### config.mk
export PLATFORM = sky130hd
export DESIGN_NAME = front_dispatch_queue
export DESIGN_NICKNAME = d
export VERILOG_FILES = /design/src/rtl/front_dispatch_queue_pkg.sv /design/src/rtl/front_dispatch_queue_batch_fifo.sv /design/src/rtl/front_dispatch_queue.sv
export SDC_FILE = /design/constraint.sdc
export NUM_CORES = 2
export LEC_CHECK = 0
export BUFFER_PORTS_ARGS = -buffer_cell sky130_fd_sc_hd__buf_2
export CAP_MARGIN = 20
export CELL_PAD_IN_SITES_DETAIL_PLACEMENT = 0
export CELL_PAD_IN_SITES_GLOBAL_PLACEMENT = 1
export CORE_ASPECT_RATIO = 1.4
export CORE_MARGIN = 5
export CORE_UTILIZATION = 50
export CTS_CLUSTER_DIAMETER = 100
export DETAILED_ROUTE_END_ITERATION = 10
export PLACE_DENSITY_LB_ADDON = 0.1
export REMOVE_ABC_BUFFERS = 1
export SLEW_MARGIN = 0
export SYNTH_ARGS = -nofsm -noshare
export SYNTH_HDL_FRONTEND = slang
export SYNTH_SLANG_ARGS = --single-unit
### constraint.sdc
create_clock -name clk -period 11.5 [get_ports clk]
set_input_delay 0.575 -clock clk [delete_from_list [all_inputs] [get_ports clk]]
set_output_delay 0.575 -clock clk [all_outputs]
set_load 0.03 [all_outputs]
### src/rtl/front_dispatch_queue_pkg.sv
// -----------------------------------------------------------------------------
// pkg_dtypes
// Shared datapath types for the front-end dispatch path.
//   type_iqueue_entry   : one renamed instruction as delivered by rename.
//   LOG2_NUM_EXEC_UNITS : width of an execution-unit index.
//   type_dispatch_batch : one full dispatch batch (lanes, lane valids and
//                         EU indices) at the default lane count.
// -----------------------------------------------------------------------------
package pkg_dtypes;

    localparam int LOG2_NUM_EXEC_UNITS   = 3;
    localparam int DEFAULT_DISPATCH_LANES = 4;

    typedef struct packed {
        logic [31:0] pc;
        logic [31:0] instr;
        logic [6:0]  prd;
        logic [6:0]  prs1;
        logic [6:0]  prs2;
    } type_iqueue_entry;

    typedef struct packed {
        type_iqueue_entry [DEFAULT_DISPATCH_LANES-1:0]                          lanes;
        logic             [DEFAULT_DISPATCH_LANES-1:0]                          valids;
        logic             [DEFAULT_DISPATCH_LANES-1:0][LOG2_NUM_EXEC_UNITS-1:0] euidx;
    } type_dispatch_batch;

endpackage

### src/rtl/front_dispatch_queue_batch_fifo.sv
// -----------------------------------------------------------------------------
// front_batch_fifo
// Generic first-word-fall-through FIFO: the head word is read combinationally
// from storage, so a written word shows at rdata_o the cycle after its push.
// Ports:
//   clk, reset_n          : clock, asynchronous active-low reset
//   push_i / wdata_i      : write request and data (ignored while full)
//   pop_i                 : drop the head word (ignored while empty)
//   rdata_o               : head word (undefined content while empty)
//   full_o / empty_o      : occupancy flags
// -----------------------------------------------------------------------------
module front_batch_fifo #(
    parameter int WIDTH = 8,
    parameter int DEPTH = 4
) (
    input  logic             clk,
    input  logic             reset_n,
    input  logic             push_i,
    input  logic [WIDTH-1:0] wdata_i,
    input  logic             pop_i,
    output logic [WIDTH-1:0] rdata_o,
    output logic             full_o,
    output logic             empty_o
);

    localparam int AW = $clog2(DEPTH);

    // Pointers carry one extra lap bit so full and empty are distinguishable.
    logic [AW:0]      r_wr_ptr;
    logic [AW:0]      r_rd_ptr;
    logic [WIDTH-1:0] r_mem [DEPTH];

    logic w_do_push;
    logic w_do_pop;

    assign full_o    = (r_wr_ptr[AW] != r_rd_ptr[AW]) &&
                       (r_wr_ptr[AW-1:0] == r_rd_ptr[AW-1:0]);
    assign empty_o   = (r_wr_ptr == r_rd_ptr);
    assign w_do_push = push_i && !full_o;
    assign w_do_pop  = pop_i && !empty_o;
    assign rdata_o   = r_mem[r_rd_ptr[AW-1:0]];

    // Storage has no reset: validity is tracked entirely by the pointers.
    always_ff @(posedge clk) begin
        if (w_do_push) begin
            r_mem[r_wr_ptr[AW-1:0]] <= wdata_i;
        end
    end

    always_ff @(posedge clk or negedge reset_n) begin
        if (!reset_n) begin
            r_wr_ptr <= '0;
            r_rd_ptr <= '0;
        end else begin
            if (w_do_push) begin
                r_wr_ptr <= r_wr_ptr + 1'b1;
            end
            if (w_do_pop) begin
                r_rd_ptr <= r_rd_ptr + 1'b1;
            end
        end
    end

endmodule

### src/rtl/front_dispatch_queue.sv
// -----------------------------------------------------------------------------
// front_dispatch_queue
// Buffers renamed instruction batches between rename and the backend dispatch
// bus. Each batch (all lanes, lane valids, EU indices) is one queue entry.
// Batches with no valid lane are dropped. The head batch is presented
// combinationally and popped when the backend signals ready.
// Ports:
//   clk, reset_n                   : clock, asynchronous active-low reset
//   instr_i / instr_valid_i        : incoming batch and per-lane valids
//   alloc_euidx_i                  : per-lane target execution unit
//   ready_o                        : queue can accept a batch (not full)
//   instr_dispatch_o               : head batch lanes (0 when empty)
//   instr_dispatch_valid_o         : head batch lane valids (0 when empty)
//   dispatched_instr_alloc_euidx_o : head batch EU indices (0 when empty)
//   instr_dispatch_ready_i         : backend accepts the presented batch
//   stall_count_o                  : only with FRONT_DISPATCH_STALL_CNT_EN;
//                                    saturating count of backpressured cycles
// Build option: define FRONT_DISPATCH_STALL_CNT_EN to add the stall counter.
// -----------------------------------------------------------------------------
module front_dispatch_queue
    import pkg_dtypes::*;
#(
    parameter int NUM_PARALLEL_INSTR_DISPATCHES = 4,
    parameter int DEPTH                         = 4
) (
    input  logic                                                         clk,
    input  logic                                                         reset_n,
    input  type_iqueue_entry [NUM_PARALLEL_INSTR_DISPATCHES-1:0]                          instr_i,
    input  logic             [NUM_PARALLEL_INSTR_DISPATCHES-1:0]                          instr_valid_i,
    input  logic             [NUM_PARALLEL_INSTR_DISPATCHES-1:0][LOG2_NUM_EXEC_UNITS-1:0] alloc_euidx_i,
    output logic                                                         ready_o,
    output type_iqueue_entry [NUM_PARALLEL_INSTR_DISPATCHES-1:0]                          instr_dispatch_o,
    output logic             [NUM_PARALLEL_INSTR_DISPATCHES-1:0]                          instr_dispatch_valid_o,
    output logic             [NUM_PARALLEL_INSTR_DISPATCHES-1:0][LOG2_NUM_EXEC_UNITS-1:0] dispatched_instr_alloc_euidx_o,
    input  logic                                                         instr_dispatch_ready_i
`ifdef FRONT_DISPATCH_STALL_CNT_EN
    ,
    output logic [15:0]                                                  stall_count_o
`endif
);

    localparam int N       = NUM_PARALLEL_INSTR_DISPATCHES;
    localparam int LANE_W  = $bits(type_iqueue_entry);
    localparam int BATCH_W = N * (LANE_W + 1 + LOG2_NUM_EXEC_UNITS);

    logic [BATCH_W-1:0] w_wdata;
    logic [BATCH_W-1:0] w_rdata;
    logic               w_full;
    logic               w_empty;
    logic               w_push;
    logic               w_pop;
    logic               w_head_active;

    type_iqueue_entry [N-1:0]                          w_head_lanes;
    logic             [N-1:0]                          w_head_valid;
    logic             [N-1:0][LOG2_NUM_EXEC_UNITS-1:0] w_head_euidx;

    assign w_wdata = {alloc_euidx_i, instr_valid_i, instr_i};
    assign {w_head_euidx, w_head_valid, w_head_lanes} = w_rdata;

    // ready_o depends only on stored occupancy, so a full queue refuses a
    // batch even in a cycle where the head is popped.
    assign ready_o       = !w_full;
    assign w_push        = ready_o && (|instr_valid_i);
    assign w_head_active = !w_empty && (|w_head_valid);
    assign w_pop         = w_head_active && instr_dispatch_ready_i;

    front_batch_fifo #(
        .WIDTH (BATCH_W),
        .DEPTH (DEPTH)
    ) u_fifo (
        .clk     (clk),
        .reset_n (reset_n),
        .push_i  (w_push),
        .wdata_i (w_wdata),
        .pop_i   (w_pop),
        .rdata_o (w_rdata),
        .full_o  (w_full),
        .empty_o (w_empty)
    );

    // Storage content is stale when empty; force every lane to zero then.
    generate
        for (genvar gi = 0; gi < N; gi++) begin : g_lane_out
            assign instr_dispatch_o[gi]               = w_empty ? '0   : w_head_lanes[gi];
            assign instr_dispatch_valid_o[gi]         = w_empty ? 1'b0 : w_head_valid[gi];
            assign dispatched_instr_alloc_euidx_o[gi] = w_empty ? '0   : w_head_euidx[gi];
        end
    endgenerate

`ifdef FRONT_DISPATCH_STALL_CNT_EN
    logic [15:0] r_stall_cnt;

    always_ff @(posedge clk or negedge reset_n) begin
        if (!reset_n) begin
            r_stall_cnt <= '0;
        end else if (w_head_active && !instr_dispatch_ready_i &&
                     (r_stall_cnt != 16'hFFFF)) begin
            r_stall_cnt <= r_stall_cnt + 16'd1;
        end
    end

    assign stall_count_o = r_stall_cnt;
`else
    // Stall instrumentation is not present in this build.
`endif

endmodule

==> impl_metrics.ini <==
[status]
run_status = finished, final reports clean

[logic_synthesis]
synth-warning-count = 0
synth-seq-area-share_pct = 79.6
postSynth.asyncResetShare_pct = 0.420
postSynthRegisterBits = 1430
post_synthesis_cell_area_um2 = 53900
synth_top_cells_by_count = 1424 x sky130_fd_sc_hd__edfxtp_1, 360 x sky130_fd_sc_hd__and2_1, 356 x sky130_fd_sc_hd__mux4_2, 76 x sky130_fd_sc_hd__clkbuf_1, 30 x sky130_fd_sc_hd__buf_2
syn-instance-count = 2289
synth.most_common_cell = sky130_fd_sc_hd__edfxtp_1
synth_top_cells_by_area = sky130_fd_sc_hd__edfxtp_1 79%, sky130_fd_sc_hd__mux4_2 15%, sky130_fd_sc_hd__and2_1 4.2%, sky130_fd_sc_hd__clkbuf_1 0.53%, sky130_fd_sc_hd__buf_2 0.28%
synth.distinct_cells = 22
synth-edff-count = 1424
syn-mean-instance-area_um2 = 23.5
top_flip_flop_cell_by_instance_count_after_synthesis = sky130_fd_sc_hd__edfxtp_1
synth_top_cell_area_share_pct = 79.4
netlist.top_cell.by_area = sky130_fd_sc_hd__edfxtp_1

[job]
maxCapViolCount = 0

[global_routing]
overflow = 0
grt_pass1_vias = 28900
initial_antenna_violation_count = 48
grt_use_total_pct = 21.8
grt_use_met3_pct = 7.25
globalRoute.busiestLayer = met2
globalRouteMet1Util_pct = 28.2
grt_max_degree = 234
grt_use_met2_pct = 34.8
grt_pass1_wl_um = 186000

[timing]
achievable-frequency_mhz = 180
slew_violations = 0
timing_hold_violations_final = 0
timing.final.setup_violations = 0
final.setup_skew_ns = 0.0159
remaining_max_slew_budget_at_the_tightest_pin_pct = 22.8
setup_repair_after_global_routing_missed_its_margin = false
timing_worst_slew_pin_value_ns = 1.16
finalSetupTns_ns = 0
fin_crit_sh_pct = 48.2
shortest_clock_period_the_worst_path_allows_after_layout_ns = 5.54

[layout]
multiInputGateArea_um2 = 10500
fin_nets = 3688
drive_gt1_share_pct = 37.7
areaGrowthSynthToFinish_pct = 23.0
fillerInstances = 7728
seqCellArea_um2 = 42900

[floorplan]
floorplan_die_area_um2 = 115000
initial_core_util_pct = 50.3
floorplan.rows = 142
dieHeight_um = 398
dieWidth_um = 287
coreArea_um2 = 107000
boundaryPins = 716

[clock_tree]
cts_made_buffers = 139
holdBufCountCts = 267
path_clk_slew_ns = 0.06
worstSkewPairLatency_ns = 0.75
cts_tree = yes
htree_num_levels = 4
cts-resized-gates = 0
post_cts_buffers = 0
max-clock-path-buffers = 3
number_of_clock_sinks_seen_by_cts = 1430
cts_root_buffer = sky130_fd_sc_hd__clkbuf_16

[drt]
drtIter0Drc = 1943
remaining_routing_drc_violations = 0
num_vias = 26700
routed_wire_length_per_instance_um = 25.6
post_drt_via_cell_ratio = 5.43
detail-route-antenna-nets = 0
drt_first_pass_iters = 7
final_routed_wirelength_um = 126000

[hold_path]
hold_start = instr_i[5]
min_delay_path_depth = 1
worstHoldPathType = input pin to flop
min_to = u_fifo.r_mem[1][5]

[setup_path]
critical_path_peak_fanout = 45
required_ns = 10.93
worst_setup_path_end_kind = output pin
arrival_ns = 4.97
reg2regPathDepth = 5
reg2reg_from = u_fifo.r_rd_ptr[1]
critical_path_class = flop to output pin
critPathLaunchType = flop
reg2reg_setup_slack_ns = 6.46
rr_endpoint = u_fifo.r_mem[2][175]

[placed_design]
global_placement_routability_congestion = 0.774
place.detailed.hpwl_um = 76300
port_buffers = 715
-- layer usage --
layer | vias up | share of wire, %
li1 | 11600 | -
met1 | 14000 | 39
met2 | 905 | 49
met3 | 205 | 8.6
met4 | 24 | 3.2
met5 | - | 0.13
-- layout make-up --
class / count / area share (%)
Antenna cell: 38 / 0.143
Clock buffer: 180 / 5.54
Clock inverter: 71 / 1.05
Inverter: 2 / 0.0113
Multi-Input combinational cell: 738 / 15.8
Sequential cell: 1430 / 64.7
Tap cell: 1440 / 2.72
Timing Repair Buffer: 1013 / 9.98
-- worst max-delay path: stages (launching register included) --
cell and delay, ns:
sky130_fd_sc_hd__dfrtp_4 1.00, sky130_fd_sc_hd__buf_4 0.62, sky130_fd_sc_hd__buf_4 0.75, sky130_fd_sc_hd__buf_4 0.54
sky130_fd_sc_hd__buf_12 0.30, sky130_fd_sc_hd__mux4_2 0.54, sky130_fd_sc_hd__and2_1 0.18, sky130_fd_sc_hd__buf_2 0.18
-- registers in the layout, summed over array words and instances (netlist names) --
signal	flops
u_fifo.r_wr_ptr	3
u_fifo.r_mem	1424
u_fifo.r_rd_ptr	3
-- kinds of logic after synthesis --
| group | share of synthesized area, % |
|---|---|
| fa+ha+maj | 0.116 |
| mux | 14.9 |
| compound gates | 0.0209 |
| simple gates | 4.27 |
| flops | 79.6 |
| xor+xnor | 0.114 |
| buf+inv | 0.927 |
-- per-stage QoR --
| stage | setup WS [ns] | hold WS [ns] | area, µm² | instances | util [%] |
|---|---|---|---|---|---|
| floorplan | -11.86 | 0.279 | 53400 | 2170 | - |
| detailed placement | 6.30 | 0.414 | 59100 | 4354 | 55.2 |
| global placement | 6.27 | 0.409 | 59100 | 4354 | 55.2 |
| global route | 5.38 | 0.0196 | 66200 | 4895 | 61.8 |
| CTS | 5.48 | 0.0000684 | 66100 | 4872 | 61.7 |
| finish | 5.96 | 0.0574 | 66300 | 4912 | 61.9 |
-- worst max path at each step --
stage	start	to	cells after the start
floorplan	u_fifo.r_rd_ptr[0]	u_fifo.r_mem[3][0]	3
global placement	u_fifo.r_rd_ptr[0]	instr_dispatch_o[181]	6
CTS	u_fifo.r_rd_ptr[0]	instr_dispatch_o[181]	6
finish	u_fifo.r_rd_ptr[0]	instr_dispatch_o[273]	7
global route	u_fifo.r_rd_ptr[0]	instr_dispatch_o[273]	7
detailed placement	u_fifo.r_rd_ptr[1]	u_fifo.r_mem[2][258]	5
-- layout by cell type (no fill, tap or decap) --
master,count
sky130_fd_sc_hd__inv_1,2
sky130_fd_sc_hd__diode_2,38
sky130_fd_sc_hd__xor2_1,4
sky130_fd_sc_hd__and2_1,356
sky130_fd_sc_hd__or4_1,1
sky130_fd_sc_hd__clkinvlp_4,2
sky130_fd_sc_hd__ha_1,5
sky130_fd_sc_hd__clkinv_4,1
sky130_fd_sc_hd__buf_4,21
sky130_fd_sc_hd__dlygate4sd3_1,267
sky130_fd_sc_hd__inv_16,3
sky130_fd_sc_hd__mux2_4,1
sky130_fd_sc_hd__clkbuf_1,39
sky130_fd_sc_hd__clkinv_8,4
sky130_fd_sc_hd__dfrtp_4,2
sky130_fd_sc_hd__buf_2,715
sky130_fd_sc_hd__nor4_1,1
sky130_fd_sc_hd__clkinv_2,18
sky130_fd_sc_hd__nand3_1,1
sky130_fd_sc_hd__clkinv_1,27
sky130_fd_sc_hd__and2_4,4
sky130_fd_sc_hd__buf_12,9
sky130_fd_sc_hd__a31oi_1,1
sky130_fd_sc_hd__dfrtp_1,4
sky130_fd_sc_hd__and4_1,1
sky130_fd_sc_hd__nand2_1,1
sky130_fd_sc_hd__mux4_2,356
sky130_fd_sc_hd__xnor2_1,3
sky130_fd_sc_hd__and3_4,1
sky130_fd_sc_hd__bufinv_16,10
sky130_fd_sc_hd__clkbuf_16,141
sky130_fd_sc_hd__inv_6,6
sky130_fd_sc_hd__nand3b_1,1
sky130_fd_sc_hd__edfxtp_1,1424
sky130_fd_sc_hd__o21ai_0,1
sky130_fd_sc_hd__buf_16,1
Power is left out: the tool's default activity adds up to more than one toggle a clock period on the data nets, which glitch-free logic cannot reach.
